<file path="src/rtl/enhance_auto_ctrl.sv">
// Auto/manual sequencer for the HSV enhance stage: mode-mapped inc/dec controls,
// per-frame mean S/V via one shared restoring divider, and a dead-band auto loop.
module enhance_auto_ctrl #(
  parameter int         CNT_W    = 19,
  parameter logic [7:0] TARGET_S = 8'd128,
  parameter logic [7:0] TARGET_V = 8'd128,
  parameter logic [7:0] TOL      = 8'd8,
  parameter int         MIN_PIX  = 1024
) (
  input  logic        clk,
  input  logic        rst_n,
  input  logic        vsync,
  input  logic [1:0]  mode,
  input  logic        btn_inc_s,
  input  logic        btn_dec_s,
  input  logic        btn_inc_v,
  input  logic        btn_dec_v,
  input  logic        clear_req,
  input  logic        pix_valid,
  input  logic [23:0] hsv_pix,
  output logic        enhance_en,
  output logic        enhance_user_in_en,
  output logic        inc_saturation,
  output logic        dec_saturation,
  output logic        inc_brightness,
  output logic        dec_brightness,
  output logic [7:0]  mean_s,
  output logic [7:0]  mean_v,
  output logic        stats_valid
);

  localparam int SUM_W = CNT_W + 8;
  localparam int BIT_W = $clog2(SUM_W);
  localparam logic [BIT_W-1:0] LAST_BIT = BIT_W'(SUM_W - 1);
  localparam logic [BIT_W-1:0] BIT_ONE  = {{(BIT_W-1){1'b0}}, 1'b1};
  localparam logic [CNT_W-1:0] CNT_ONE  = {{(CNT_W-1){1'b0}}, 1'b1};
  localparam logic [CNT_W-1:0] MIN_CNT  = CNT_W'(MIN_PIX);

  function automatic logic [8:0] lo_thr(input logic [7:0] t, input logic [7:0] tol);
    if (tol > t) lo_thr = 9'd0;
    else         lo_thr = {1'b0, t} - {1'b0, tol};
  endfunction

  function automatic logic [8:0] hi_thr(input logic [7:0] t, input logic [7:0] tol);
    logic [8:0] sum;
    sum = {1'b0, t} + {1'b0, tol};
    if (sum > 9'd255) hi_thr = 9'd255;
    else              hi_thr = sum;
  endfunction

  function automatic logic [7:0] sat8(input logic [SUM_W-1:0] q);
    if (|q[SUM_W-1:8]) sat8 = 8'd255;
    else               sat8 = q[7:0];
  endfunction

  localparam logic [8:0] S_LO = lo_thr(TARGET_S, TOL);
  localparam logic [8:0] S_HI = hi_thr(TARGET_S, TOL);
  localparam logic [8:0] V_LO = lo_thr(TARGET_V, TOL);
  localparam logic [8:0] V_HI = hi_thr(TARGET_V, TOL);

  typedef enum logic [1:0] {ST_ACCUM, ST_DIV_S, ST_DIV_V, ST_DECIDE} state_t;

  state_t             state_r, state_s;
  logic               vsync_r;
  logic               vsync_fall_s;
  logic               low_frame_s;
  logic [SUM_W-1:0]   sum_s_r, sum_v_r, shd_sum_s_r, shd_sum_v_r;
  logic [CNT_W-1:0]   cnt_r, shd_cnt_r;
  logic [CNT_W-1:0]   rem_r, rem_next_s;
  logic [SUM_W-1:0]   quo_r, quo_next_s, div_src_s;
  logic [BIT_W-1:0]   bit_cnt_r;
  logic [CNT_W:0]     trial_s;
  logic               q_bit_s, div_busy_s, div_last_s, decide_s, clear_dec_s;
  logic [7:0]         res_s_r, res_v_r;
  logic               auto_inc_s_r, auto_dec_s_r, auto_inc_v_r, auto_dec_v_r;
  logic               unused_hue_s;

  assign unused_hue_s = ^hsv_pix[23:16];
  assign vsync_fall_s = vsync_r & ~vsync;
  assign low_frame_s  = vsync_fall_s && (state_r == ST_ACCUM) && (cnt_r < MIN_CNT);
  assign decide_s     = (state_r == ST_DECIDE);
  assign clear_dec_s  = clear_req || (mode != 2'b10) || low_frame_s;

  // vsync edge register
  always_ff @(posedge clk or negedge rst_n) begin
    if (!rst_n) vsync_r <= 1'b0;
    else        vsync_r <= vsync;
  end

  // Frame accumulators and their frame-end shadow copies; a pixel in the fall cycle opens the new frame
  always_ff @(posedge clk or negedge rst_n) begin
    if (!rst_n) begin
      sum_s_r     <= '0;
      sum_v_r     <= '0;
      cnt_r       <= '0;
      shd_sum_s_r <= '0;
      shd_sum_v_r <= '0;
      shd_cnt_r   <= '0;
    end else if (vsync_fall_s) begin
      shd_sum_s_r <= sum_s_r;
      shd_sum_v_r <= sum_v_r;
      shd_cnt_r   <= cnt_r;
      if (pix_valid) begin
        sum_s_r <= {{CNT_W{1'b0}}, hsv_pix[15:8]};
        sum_v_r <= {{CNT_W{1'b0}}, hsv_pix[7:0]};
        cnt_r   <= CNT_ONE;
      end else begin
        sum_s_r <= '0;
        sum_v_r <= '0;
        cnt_r   <= '0;
      end
    end else if (pix_valid && !(&cnt_r)) begin
      sum_s_r <= sum_s_r + {{CNT_W{1'b0}}, hsv_pix[15:8]};
      sum_v_r <= sum_v_r + {{CNT_W{1'b0}}, hsv_pix[7:0]};
      cnt_r   <= cnt_r + CNT_ONE;
    end
  end

  // One restoring-divider step: the dividend is read MSB-first straight from the shadow
  always_comb begin
    div_src_s  = shd_sum_s_r;
    rem_next_s = rem_r;
    q_bit_s    = 1'b0;
    if (state_r == ST_DIV_V) div_src_s = shd_sum_v_r;
    else                     div_src_s = shd_sum_s_r;
    trial_s = {rem_r, div_src_s[LAST_BIT - bit_cnt_r]};
    if (trial_s >= {1'b0, shd_cnt_r}) begin
      q_bit_s    = 1'b1;
      rem_next_s = trial_s[CNT_W-1:0] - shd_cnt_r;
    end else begin
      q_bit_s    = 1'b0;
      rem_next_s = trial_s[CNT_W-1:0];
    end
    quo_next_s = {quo_r[SUM_W-2:0], q_bit_s};
    div_busy_s = (state_r == ST_DIV_S) || (state_r == ST_DIV_V);
    div_last_s = div_busy_s && (bit_cnt_r == LAST_BIT);
  end

  // Divider state and saturated results
  always_ff @(posedge clk or negedge rst_n) begin
    if (!rst_n) begin
      rem_r     <= '0;
      quo_r     <= '0;
      bit_cnt_r <= '0;
      res_s_r   <= 8'd0;
      res_v_r   <= 8'd0;
    end else if (vsync_fall_s) begin
      rem_r     <= '0;
      quo_r     <= '0;
      bit_cnt_r <= '0;
    end else if (div_last_s) begin
      rem_r     <= '0;
      quo_r     <= '0;
      bit_cnt_r <= '0;
      if (state_r == ST_DIV_S) res_s_r <= sat8(quo_next_s);
      else                     res_v_r <= sat8(quo_next_s);
    end else if (div_busy_s) begin
      rem_r     <= rem_next_s;
      quo_r     <= quo_next_s;
      bit_cnt_r <= bit_cnt_r + BIT_ONE;
    end
  end

  // FSM state register
  always_ff @(posedge clk or negedge rst_n) begin
    if (!rst_n) state_r <= ST_ACCUM;
    else        state_r <= state_s;
  end

  // FSM next state; a frame end outside ACCUM always restarts the division
  always_comb begin
    state_s = state_r;
    if (vsync_fall_s) begin
      if (low_frame_s) state_s = ST_ACCUM;
      else             state_s = ST_DIV_S;
    end else begin
      case (state_r)
        ST_ACCUM:  state_s = ST_ACCUM;
        ST_DIV_S:  state_s = div_last_s ? ST_DIV_V : ST_DIV_S;
        ST_DIV_V:  state_s = div_last_s ? ST_DECIDE : ST_DIV_V;
        ST_DECIDE: state_s = ST_ACCUM;
        default:   state_s = ST_ACCUM;
      endcase
    end
  end

  // Published means and the stats pulse
  always_ff @(posedge clk or negedge rst_n) begin
    if (!rst_n) begin
      mean_s      <= 8'd0;
      mean_v      <= 8'd0;
      stats_valid <= 1'b0;
    end else begin
      stats_valid <= decide_s;
      if (decide_s) begin
        mean_s <= res_s_r;
        mean_v <= res_v_r;
      end
    end
  end

  // Auto decisions, dead band compared at 9 bits
  always_ff @(posedge clk or negedge rst_n) begin
    if (!rst_n) begin
      auto_inc_s_r <= 1'b0;
      auto_dec_s_r <= 1'b0;
      auto_inc_v_r <= 1'b0;
      auto_dec_v_r <= 1'b0;
    end else if (clear_dec_s) begin
      auto_inc_s_r <= 1'b0;
      auto_dec_s_r <= 1'b0;
      auto_inc_v_r <= 1'b0;
      auto_dec_v_r <= 1'b0;
    end else if (decide_s) begin
      auto_inc_s_r <= ({1'b0, res_s_r} < S_LO);
      auto_dec_s_r <= ({1'b0, res_s_r} > S_HI);
      auto_inc_v_r <= ({1'b0, res_v_r} < V_LO);
      auto_dec_v_r <= ({1'b0, res_v_r} > V_HI);
    end
  end

  // Mode-mapped outputs to the enhance stage; clear_req overrides for one cycle
  always_ff @(posedge clk or negedge rst_n) begin
    if (!rst_n) begin
      enhance_en         <= 1'b0;
      enhance_user_in_en <= 1'b0;
      inc_saturation     <= 1'b0;
      dec_saturation     <= 1'b0;
      inc_brightness     <= 1'b0;
      dec_brightness     <= 1'b0;
    end else if (clear_req) begin
      enhance_en         <= (mode != 2'b00);
      enhance_user_in_en <= 1'b1;
      inc_saturation     <= 1'b1;
      dec_saturation     <= 1'b1;
      inc_brightness     <= 1'b1;
      dec_brightness     <= 1'b1;
    end else begin
      case (mode)
        2'b01: begin
          enhance_en         <= 1'b1;
          enhance_user_in_en <= 1'b1;
          inc_saturation     <= btn_inc_s;
          dec_saturation     <= btn_dec_s;
          inc_brightness     <= btn_inc_v;
          dec_brightness     <= btn_dec_v;
        end
        2'b10: begin
          enhance_en         <= 1'b1;
          enhance_user_in_en <= 1'b1;
          inc_saturation     <= auto_inc_s_r;
          dec_saturation     <= auto_dec_s_r;
          inc_brightness     <= auto_inc_v_r;
          dec_brightness     <= auto_dec_v_r;
        end
        2'b11: begin
          enhance_en         <= 1'b1;
          enhance_user_in_en <= 1'b0;
          inc_saturation     <= 1'b0;
          dec_saturation     <= 1'b0;
          inc_brightness     <= 1'b0;
          dec_brightness     <= 1'b0;
        end
        default: begin
          enhance_en         <= 1'b0;
          enhance_user_in_en <= 1'b0;
          inc_saturation     <= 1'b0;
          dec_saturation     <= 1'b0;
          inc_brightness     <= 1'b0;
          dec_brightness     <= 1'b0;
        end
      endcase
    end
  end

endmodule

</file>
<file path="config.mk">
export PLATFORM = sky130hd
export DESIGN_NAME = enhance_auto_ctrl
export DESIGN_NICKNAME = d
export VERILOG_FILES = /design/src/rtl/enhance_auto_ctrl.sv
export SDC_FILE = /design/constraint.sdc
export NUM_CORES = 1
export LEC_CHECK = 0
export ABC_CLOCK_PERIOD_IN_PS = 8600
export CAP_MARGIN = 10
export CORE_MARGIN = 5
export CORE_UTILIZATION = 55
export CTS_CLUSTER_SIZE = 28
export DETAILED_ROUTE_END_ITERATION = 16
export PLACE_DENSITY = 0.71
export SLEW_MARGIN = 25
export SYNTH_ARGS = -nofsm -noshare
export SYNTH_HDL_FRONTEND = slang
export SYNTH_SLANG_ARGS = --single-unit
</file>
<file path="constraint.sdc">
create_clock -name clk -period 8.6 [get_ports clk]
set_input_delay 1.72 -clock clk [delete_from_list [all_inputs] [get_ports clk]]
set_output_delay 1.72 -clock clk [all_outputs]
set_load 0.05 [all_outputs]
</file>
# Yosys cells after proc, flatten, opt, wreduce, memory -nomap -nowiden
# Cells that the tools add are included.
[word_totals] word_cells=120 reg_bits=242
[classes] add_sub_neg=6 n_mux=49 bitwise_logic=4 n_reduce_logical=20 order_cmp=7 eq_ne=8
[op_table] operator="$mux W27" count=5
[op_table] operator="$mux W19" count=6
[op_table] operator="$mux W26" count=3
[op_table] operator="$add A27 B8 Y27" count=2
[op_table] operator="$mux W8" count=3
[op_table] operator="$mux W1" count=21
[op_table] operator="$ge A20 B19 Y1" count=1
[op_table] operator="$add A19 B1 Y19 const B" count=1
[op_table] operator="$lt A19 B11 Y1 const B" count=1
[op_table] operator="$reduce_and A19 Y1" count=1
[op_table] operator="$reduce_or A19 Y1" count=1
[op_table] operator="$sub A19 B19 Y19" count=1
[op_table] operator="$gt A8 B8 Y1 const B" count=2
[op_table] operator="$lt A8 B7 Y1 const B" count=2
[op_table] operator="$mux W5" count=3
[op_table] operator="$eq A2 B2 Y1 const B" count=4
[op_table] operator="$pmux W1 S2" count=4
[op_table] operator="$lt A5 B6 Y1 const B" count=1
[op_table] operator="$pmux W2 S3" count=1
[op_table] operator="$reduce_and A3 Y1" count=2
[op_table] operator="$reduce_bool A2 Y1" count=3
[op_table] operator="$add A5 B1 Y5 const B" count=1
[op_table] operator="$bmux W1 S5" count=1
[op_table] operator="$eq A5 B5 Y1 const B" count=1
[op_table] operator="13 further kinds" count=23

# Longest topological paths before layout
# Gate-level depths: netlist (run 1).
[logic_depth] ltp_word=9 ltp_mapped=21 ltp_nobuf=18

# Least setup slack after synthesis (run 1)
# OpenSTA, ideal clock, no wires.
[synth_timing] kind="reg2reg" from="register bit_cnt_r[0]" to="register rem_r[0]" arrival_ns=4.780 setup_slack_ns=3.698 path_buffers=3 required_time_ns=8.478 setup_ns=0.122 path_stages_with_launch=22 cell_sequence="dfrtp_1 clkbuf_1 inv_1 ha_1 clkbuf_1 mux4_2 a2bb2oi_1 nor2_1 a2111oi_0 o2bb2ai_1 a311oi_2 ha_1 fa_1 nor2b_1 o21ai_0 a21oi_1 nor3_1 o211a_1 a32o_1 clkbuf_1 nand2_1 a32o_1"
[synth_between] elab_chain_len=8
[synth_rtl] item="from (decl)" line_no="71" source="logic [BIT_W-1:0] bit_cnt_r;"
[synth_rtl] item="from (signal assigned)" line_no="160" source="bit_cnt_r <= bit_cnt_r + BIT_ONE;"
[synth_rtl] item="$sub A5 B5 Y5" line_no="126" source="trial_s = {rem_r, div_src_s[LAST_BIT - bit_cnt_r]};"
[synth_rtl] item="$bmux W1 S5" line_no="126"
[synth_rtl] item="$mux W1 (implied by the code)" line_no="126"
[synth_rtl] item="$sub A19 B19 Y19 / $ge A20 B19 Y1 (equally long branches)" line_no="129, 127"
[synth_rtl] item="$mux W19" line_no="127" source="if (trial_s >= {1'b0, shd_cnt_r}) begin"
[synth_rtl] item="$mux W19" line_no="157" source="end else if (div_busy_s) begin"
[synth_rtl] item="$mux W19" line_no="151" source="end else if (div_last_s) begin"
[synth_rtl] item="$mux W19" line_no="147" source="end else if (vsync_fall_s) begin"
[synth_rtl] item="to (signal assigned)" line_no="158" source="rem_r <= rem_next_s;"
[synth_rtl] item="to (decl)" line_no="69" source="logic [CNT_W-1:0] rem_r, rem_next_s;"
# Parallel ways exist; a longest one is shown, timed or not. The select of a mux whose other input is x is not followed.
# A chain may end at the register's enable or synchronous reset.

# Worst setup path after layout (run 1)
[layout_timing] from="register bit_cnt_r[0]" to="register rem_r[1]"
# The elaborated chain is that of the path after synthesis.

==> flow_summary.json, run 1 <==
{
  "rsz0062_at_grt": "false",
  "grt_pass1_wl_um": 46200,
  "crit_chain": "inv_1 -> ha_1 -> or2_1 -> o22ai_1 -> o22ai_1 -> a2111oi_0 -> o2bb2ai_1 -> a311oi_2 -> ha_1 -> fa_1 -> nor2b_1 -> o21ai_0 -> a21oi_1 -> nor3_1 -> o211a_1 -> a32o_1 -> mux2i_1 -> a22o_1",
  "synth_top_family_by_area": "simple AND/OR/NAND/NOR gates",
  "ys_ff_latch": 242,
  "globalRouteOverflowTotal": 0,
  "muxShareOfSynthArea_pct": 4.64,
  "cts-buffers-inserted": 27,
  "report.final.hold_viol_count": 0,
  "area_growth_pct": 13.3,
  "cts_buffer_depth": 3,
  "synth_compound_area_share_pct": 13.4,
  "p_int_mw": 2.51,
  "finalCriticalPeriod_ns": 6.28,
  "drc": 0,
  "placeableCoreArea_sq_um": 22500,
  "die_y_um": 161,
  "leakage_nw": 6.46,
  "ant_nets": 0,
  "outcome": "finished, final reports clean",
  "grt_pass1_vias": 9201,
  "port_buffers": 49,
  "cp-end-kind": "flip-flop",
  "nets": 1412,
  "cts_hold_buffers": 0,
  "multi_input_area_sq_um": 6020,
  "clock_sink_count": 242,
  "firstDrtPassIters": 5,
  "dr_total_vias": 9458,
  "syn_area_sq_um": 12500,
  "post-route-period-util_pct": 73.0,
  "power.switching_mw": 1.29,
  "cpLargestDelayFamily": "compound AO/OA/AOI/OAI gates",
  "drv_slew": 0,
  "n_fill_cell": 1856,
  "synth_cell_type_count": 65,
  "drt_iter0_drc": 590,
  "comb_power_share_pct": 31.4,
  "antenna_cells": 0,
  "hold_class": "reg2reg",
  "grt_util_all_layers_pct": 21.0,
  "die_area_sq_um": 25800,
  "cts_resized": 0,
  "fin_skew_ns": 0.0169,
  "critPathArrivalTime_ns": 6.69,
  "synth_fa_ha_area_share_pct": 5.10,
  "criticalPathCategory": "reg2reg",
  "setup_violations": 0,
  "syn_nets": 1391,
  "path_clk_slew_ns": 0.06,
  "drv_cap": 0,
  "rows": 55,
  "htreeDepth": 1,
  "final_util_pct": 62.8,
  "p_sw_share_pct": 33.8,
  "cts_root_buf": "clkbuf_16",
  "worst_path_max_delay_cell": "dfrtp_1",
  "finalWirelength_um": 27100,
  "startpoint_type": "flip-flop",
  "power_density_nw_per_um2": 269,
  "seq_area_sq_um": 6060,
  "worstMarginPinSlew_ns": 1.12,
  "synth_edf_count": 0,
  "vias_per_cell": 5.80,
  "required_ns": 9.01,
  "peakVddDrop_uv": 189,
  "cp_num_buf_inv": 1,
  "gp_congestion": 0.834,
  "layout_common_cells": "249 x nand2_1, 242 x dfrtp_1, 82 x nor2_1",
  "die_x_um": 161,
  "initial_core_util_pct": 55.4,
  "seqPwrFrac_pct": 36.3,
  "synthSimpleGateAreaFrac_pct": 19.6,
  "antenna_found_initial": 0,
  "crit_fanout": 23,
  "ys_async_sr_fraction_pct": 100,
  "synth-xor-area-share_pct": 5.20,
  "yosysSeqAreaShare_pct": 48.6,
  "dp_hpwl_um": 17700,
  "pwr-share-clk_pct": 32.3,
  "grt_max_degree": 132,
  "fin_setup_tns_ns": 0,
  "avgRoutedWirePerCell_um": 16.6,
  "postCtsSetupRepairBufs": 0,
  "clk_latency_ns": 0.53,
  "synth.yosys.warnings": 0,
  "timing.slew.headroom_pct": 25.1,
  "synth_cells": 1307,
  "synth_ff_type": "dfrtp_1",
  "max_freq_mhz": 159,
  "ios": 58,
  "synth_area_per_cell_sq_um": 9.53,
  "cts_tree": "done",
  "slowest_delay_ns": 0.88,
  "layout-drive-gt1-share_pct": 6.46,
  "final_common_cell": "nand2_1"
}
stage by stage:
stage | worst slack [ns] | cells | power [mW] | hold slack, ns | cell area, sq um
after floorplan | 3.70 | 1307 | 2.28 | 0.437 | 12500
after global placement | 2.40 | 1584 | 2.55 | 0.452 | 13200
after detailed placement | 2.42 | 1584 | 2.57 | 0.458 | 13200
after global routing | 1.85 | 1631 | 4.04 | 0.493 | 14100
final | 2.32 | 1631 | 3.80 | 0.472 | 14100
after CTS | 2.38 | 1631 | 3.82 | 0.475 | 14100
synthesized netlist by cell type (5+ instances only):
cell      instances  share of area, %
nor4_1           13              0.65
nor2b_1          21               1.1
mux4_2            5              0.90
and4_1            8              0.56
nor4b_1           7              0.49
nor3_1           20              0.80
clkbuf_1         52               1.6
a32oi_1           6              0.42
xor2_1           41               2.9
and3_1           13              0.65
a31oi_1           9              0.45
a22o_1           30               2.1
mux2_2           18               1.6
o21ai_0          66               2.7
xnor2_1          33               2.3
mux4_1            6               1.3
inv_1            45               1.4
nor2_1           83               2.5
nand4_1          22               1.1
o21a_1            6              0.36
a21oi_1          80               3.2
or3_1            10              0.50
and2_1            5              0.25
nand2_1         249               7.5
o31ai_1           6              0.36
a21o_1           20               1.2
nand2b_1          8              0.40
nand3_1          57               2.3
buf_1            11              0.33
ha_1             46               4.6
dfrtp_1         242                49
mux2i_1           6              0.48
a211oi_1          5              0.30
power groups by stage:
stage	clock, mW	combinational (mW)	sequential [mW]
2_1_floorplan	0	0.922	1.36
3_5_place_dp	0	1.18	1.40
6_report	1.23	1.19	1.38
5_1_grt	1.31	1.34	1.39
4_1_cts	1.25	1.19	1.38
3_3_place_gp	0	1.16	1.39
logic make-up after synthesis:
group / after synthesis
xor+xnor: 74
mux: 39
flops: 242
buf+inv: 111
simple gates: 529
compound gates: 263
fa+ha+maj: 49
state kept, by name, indices dropped and copies added, names as in the netlist, 19 cells and up:
register and count:
shd_sum_s_r 27, sum_v_r 27, quo_r 26, sum_s_r 27
shd_cnt_r 19, cnt_r 19, rem_r 19, shd_sum_v_r 27
layout make-up:
cell class,count,area share (%)
inverters,45,1.20
clock inverters,10,1.30
multi-input cells,954,42.6
well taps,285,2.53
flip-flops and latches,242,42.9
repair buffers,58,4.08
clock buffers,37,5.40
path summary, 6_finish.rpt:
path | startpoint | to | slack (ns) | cells past startpoint
min reg2reg | shd_sum_s_r[22] | shd_sum_s_r[22] | 0.47 | 2
max in group asynchronous | rst_n | sum_v_r[7] | 6.17 | 2
min | shd_sum_s_r[22] | shd_sum_s_r[22] | 0.47 | 2
min in group asynchronous | rst_n | sum_s_r[16] | 1.26 | 1
max | bit_cnt_r[0] | rem_r[1] | 2.32 | 18
max reg2reg | bit_cnt_r[0] | rem_r[1] | 2.32 | 18
worst register-to-register path: cells and delay by family, from the launching register on:
family | cells | cell delay (ns)
simple gates | 3 | 0.70
compound gates | 10 | 3.23
flops | 1 | 0.88
buf+inv | 1 | 0.16
fa+ha+maj | 3 | 0.99
mux | 1 | 0.22
layer usage:
| metal | up-vias | share of wire [%] | track usage, % |
|---|---|---|---|
| li1 | 4602 | - | - |
| met3 | 46 | 4.3 | 2.95 |
| met1 | 4617 | 49 | 31.7 |
| met4 | 0 | 2.0 | 4.42 |
| met5 | - | 0 | 0 |
| met2 | 193 | 45 | 32.8 |
Power figures use the tool's default switching activity.
==> run 2: changes to the inputs <==
--- a/config.mk
+++ b/config.mk
@@ -5,13 +5,13 @@
 export SDC_FILE = /design/constraint.sdc
 export NUM_CORES = 1
 export LEC_CHECK = 0
-export ABC_CLOCK_PERIOD_IN_PS = 8600
+export ABC_CLOCK_PERIOD_IN_PS = 5300
 export CAP_MARGIN = 10
 export CORE_MARGIN = 5
 export CORE_UTILIZATION = 55
 export CTS_CLUSTER_SIZE = 28
 export DETAILED_ROUTE_END_ITERATION = 16
-export PLACE_DENSITY = 0.71
+export PLACE_DENSITY = 0.74
 export SLEW_MARGIN = 25
 export SYNTH_ARGS = -nofsm -noshare
 export SYNTH_HDL_FRONTEND = slang
==> constraint.sdc (replaced) <==
create_clock -name clk -period 5.3 [get_ports clk]
set_input_delay 1.06 -clock clk [delete_from_list [all_inputs] [get_ports clk]]
set_output_delay 1.06 -clock clk [all_outputs]
set_load 0.05 [all_outputs]
==> run 2 against run 1 <==
Die area unchanged; first-iteration DRC count decreased by 10%; fmax increased by 30%; wire length increased by 0.41%; via count increased by 0.79%; non-clock buffer count increased by 13; sequential share of layout area about the same; global-route usage increased by 0.33 points; power increased by 58%.
==> flow_summary.json, run 2 (synthesis results as in run 1) <==
{
  "antenna_found_initial": 0,
  "drt_iter0_drc": 529,
  "criticalPathCategory": "reg2reg",
  "grt_util_all_layers_pct": 21.4,
  "cp-end-kind": "flip-flop",
  "pre_cts_ws_ns": 0.495,
  "setup_violations": 0,
  "place_area_sq_um": 13300,
  "dr_total_vias": 9533,
  "htreeDepth": 1,
  "drv_slew": 0,
  "worstMarginPinSlew_ns": 1.04,
  "grt_pass1_vias": 9467,
  "nets": 1425,
  "avgRoutedWirePerCell_um": 16.6,
  "max_freq_mhz": 206,
  "leakage_nw": 6.48,
  "postCtsSetupRepairBufs": 0,
  "ant_nets": 0,
  "die_y_um": 161,
  "rows": 55,
  "cts_buffer_depth": 3,
  "highest_layer": "met4",
  "antenna_cells": 0,
  "vias_per_cell": 5.82,
  "ios": 58,
  "critPathArrivalTime_ns": 5.24,
  "cts-buffers-inserted": 27,
  "required_ns": 5.69,
  "port_buffers": 49,
  "grt_pass1_wl_um": 46800,
  "stdcell_area_sq_um": 14100,
  "m1WireLength_um": 12500,
  "hold_class": "in2async",
  "path_clk_slew_ns": 0.06,
  "area_growth_pct": 13.4,
  "dp_hpwl_um": 18400,
  "cts_tree": "done",
  "post-route-period-util_pct": 91.5,
  "layout-drive-gt1-share_pct": 6.72,
  "drc": 0,
  "cts_resized": 0,
  "fin_hold_ws_ns": 0.381,
  "peakVddDrop_uv": 235,
  "wl_met2_um": 13000,
  "die_area_sq_um": 25800,
  "rsz0062_at_grt": "false",
  "die_x_um": 161,
  "firstDrtPassIters": 5,
  "grt_max_degree": 120,
  "placeableCoreArea_sq_um": 22500,
  "clock_sink_count": 242,
  "final_common_cell": "nand2_1",
  "initial_core_util_pct": 55.4,
  "report.final.hold_viol_count": 0,
  "cts_root_buf": "clkbuf_16",
  "globalRouteOverflowTotal": 0,
  "startpoint_type": "flip-flop",
  "route.met3.wl_um": 929,
  "drv_cap": 0,
  "fin_skew_ns": 0.00959,
  "setup_ws_ns": 0.453,
  "gp_congestion": 0.855,
  "clk_latency_ns": 0.52,
  "cts_hold_buffers": 0,
  "finalWirelength_um": 27200,
  "fin_setup_tns_ns": 0,
  "finalCriticalPeriod_ns": 4.85,
  "crit_fanout": 19,
  "power_density_nw_per_um2": 424,
  "outcome": "finished, final reports clean",
  "layout_common_cells": "249 x nand2_1, 242 x dfrtp_1, 82 x nor2_1",
  "timing.slew.headroom_pct": 30.4
}
[run 2: changes by cell type in the layout (fill, tap and decap cells not counted), sizes merged]
cell | before | now
buf | 10 | 23
clkbuf | 37 | 36
bufinv | 5 | 2
inv | 46 | 45
[run 2: worst max-delay path, stage by stage, from the launching register on]
cell and delay, ns:
dfrtp_1 0.40, inv_1 0.10, ha_1 0.21, buf_12 0.19, mux2_1 0.37, o22ai_1 0.29
o22ai_1 0.14, a2111oi_0 0.46, o2bb2ai_1 0.14, a311oi_2 0.33, ha_1 0.26, fa_1 0.21
nor2b_1 0.06, o21ai_0 0.21, a21oi_1 0.13, nor3_1 0.23, o211a_1 0.24, a32oi_1 0.27
buf_4 0.28, nand4_1 0.10, nand3_1 0.09
[run 2: final timing paths]
path | cells past startpoint | from | endpoint | slack (ns)
max | 20 | state_r[0] | rem_r[3] | 0.45
min | 1 | rst_n | rem_r[4] | 0.38
max reg2reg | 20 | state_r[0] | rem_r[3] | 0.45
min reg2reg | 2 | shd_sum_v_r[0] | shd_sum_v_r[0] | 0.47
max in group asynchronous | 3 | rst_n | shd_sum_v_r[20] | 3.66
min in group clk | 2 | shd_sum_v_r[0] | shd_sum_v_r[0] | 0.47
[run 2: metal layers]
metal  vias to the layer above  track usage [%]
met4                         0             6.77
met5                         -                0
li1                       4633                -
met1                      4675             30.0
met3                        54             2.64
met2                       171             35.0
[run 2: layout make-up]
cell class / instances / area [sq um]
clock buffer: 36 / 739
clock inverter: 6 / 82.6
fill: 1864 / 8380
inverter: 45 / 169
multi-input combinational: 954 / 6010
sequential: 242 / 6060
tap: 285 / 357
timing repair buffer: 71 / 713
[run 2: power breakdown]
part | internal (mW) | switching [mW]
clock | 1.06 | 0.698
combinational | 0.846 | 1.17
sequential | 2.05 | 0.169
[run 2: stage by stage]
step | utilization (%) | instances | power [mW]
6_report | 62.8 | 1639 | 5.99
5_1_grt | 62.8 | 1639 | 6.39
4_1_cts | 62.6 | 1638 | 6.02
3_5_place_dp | 59.0 | 1596 | 4.24
3_3_place_gp | 58.9 | 1595 | 4.18
2_1_floorplan | - | 1307 | 3.70
==> run 3: changes to the inputs <==
--- a/config.mk
+++ b/config.mk
@@ -6,7 +6,6 @@
 export NUM_CORES = 1
 export LEC_CHECK = 0
 export ABC_CLOCK_PERIOD_IN_PS = 5300
-export CAP_MARGIN = 10
 export CORE_MARGIN = 5
 export CORE_UTILIZATION = 55
 export CTS_CLUSTER_SIZE = 28
==> results of run 3 <==
No change in the layout: final DEF, timing and power equal those of run 2.
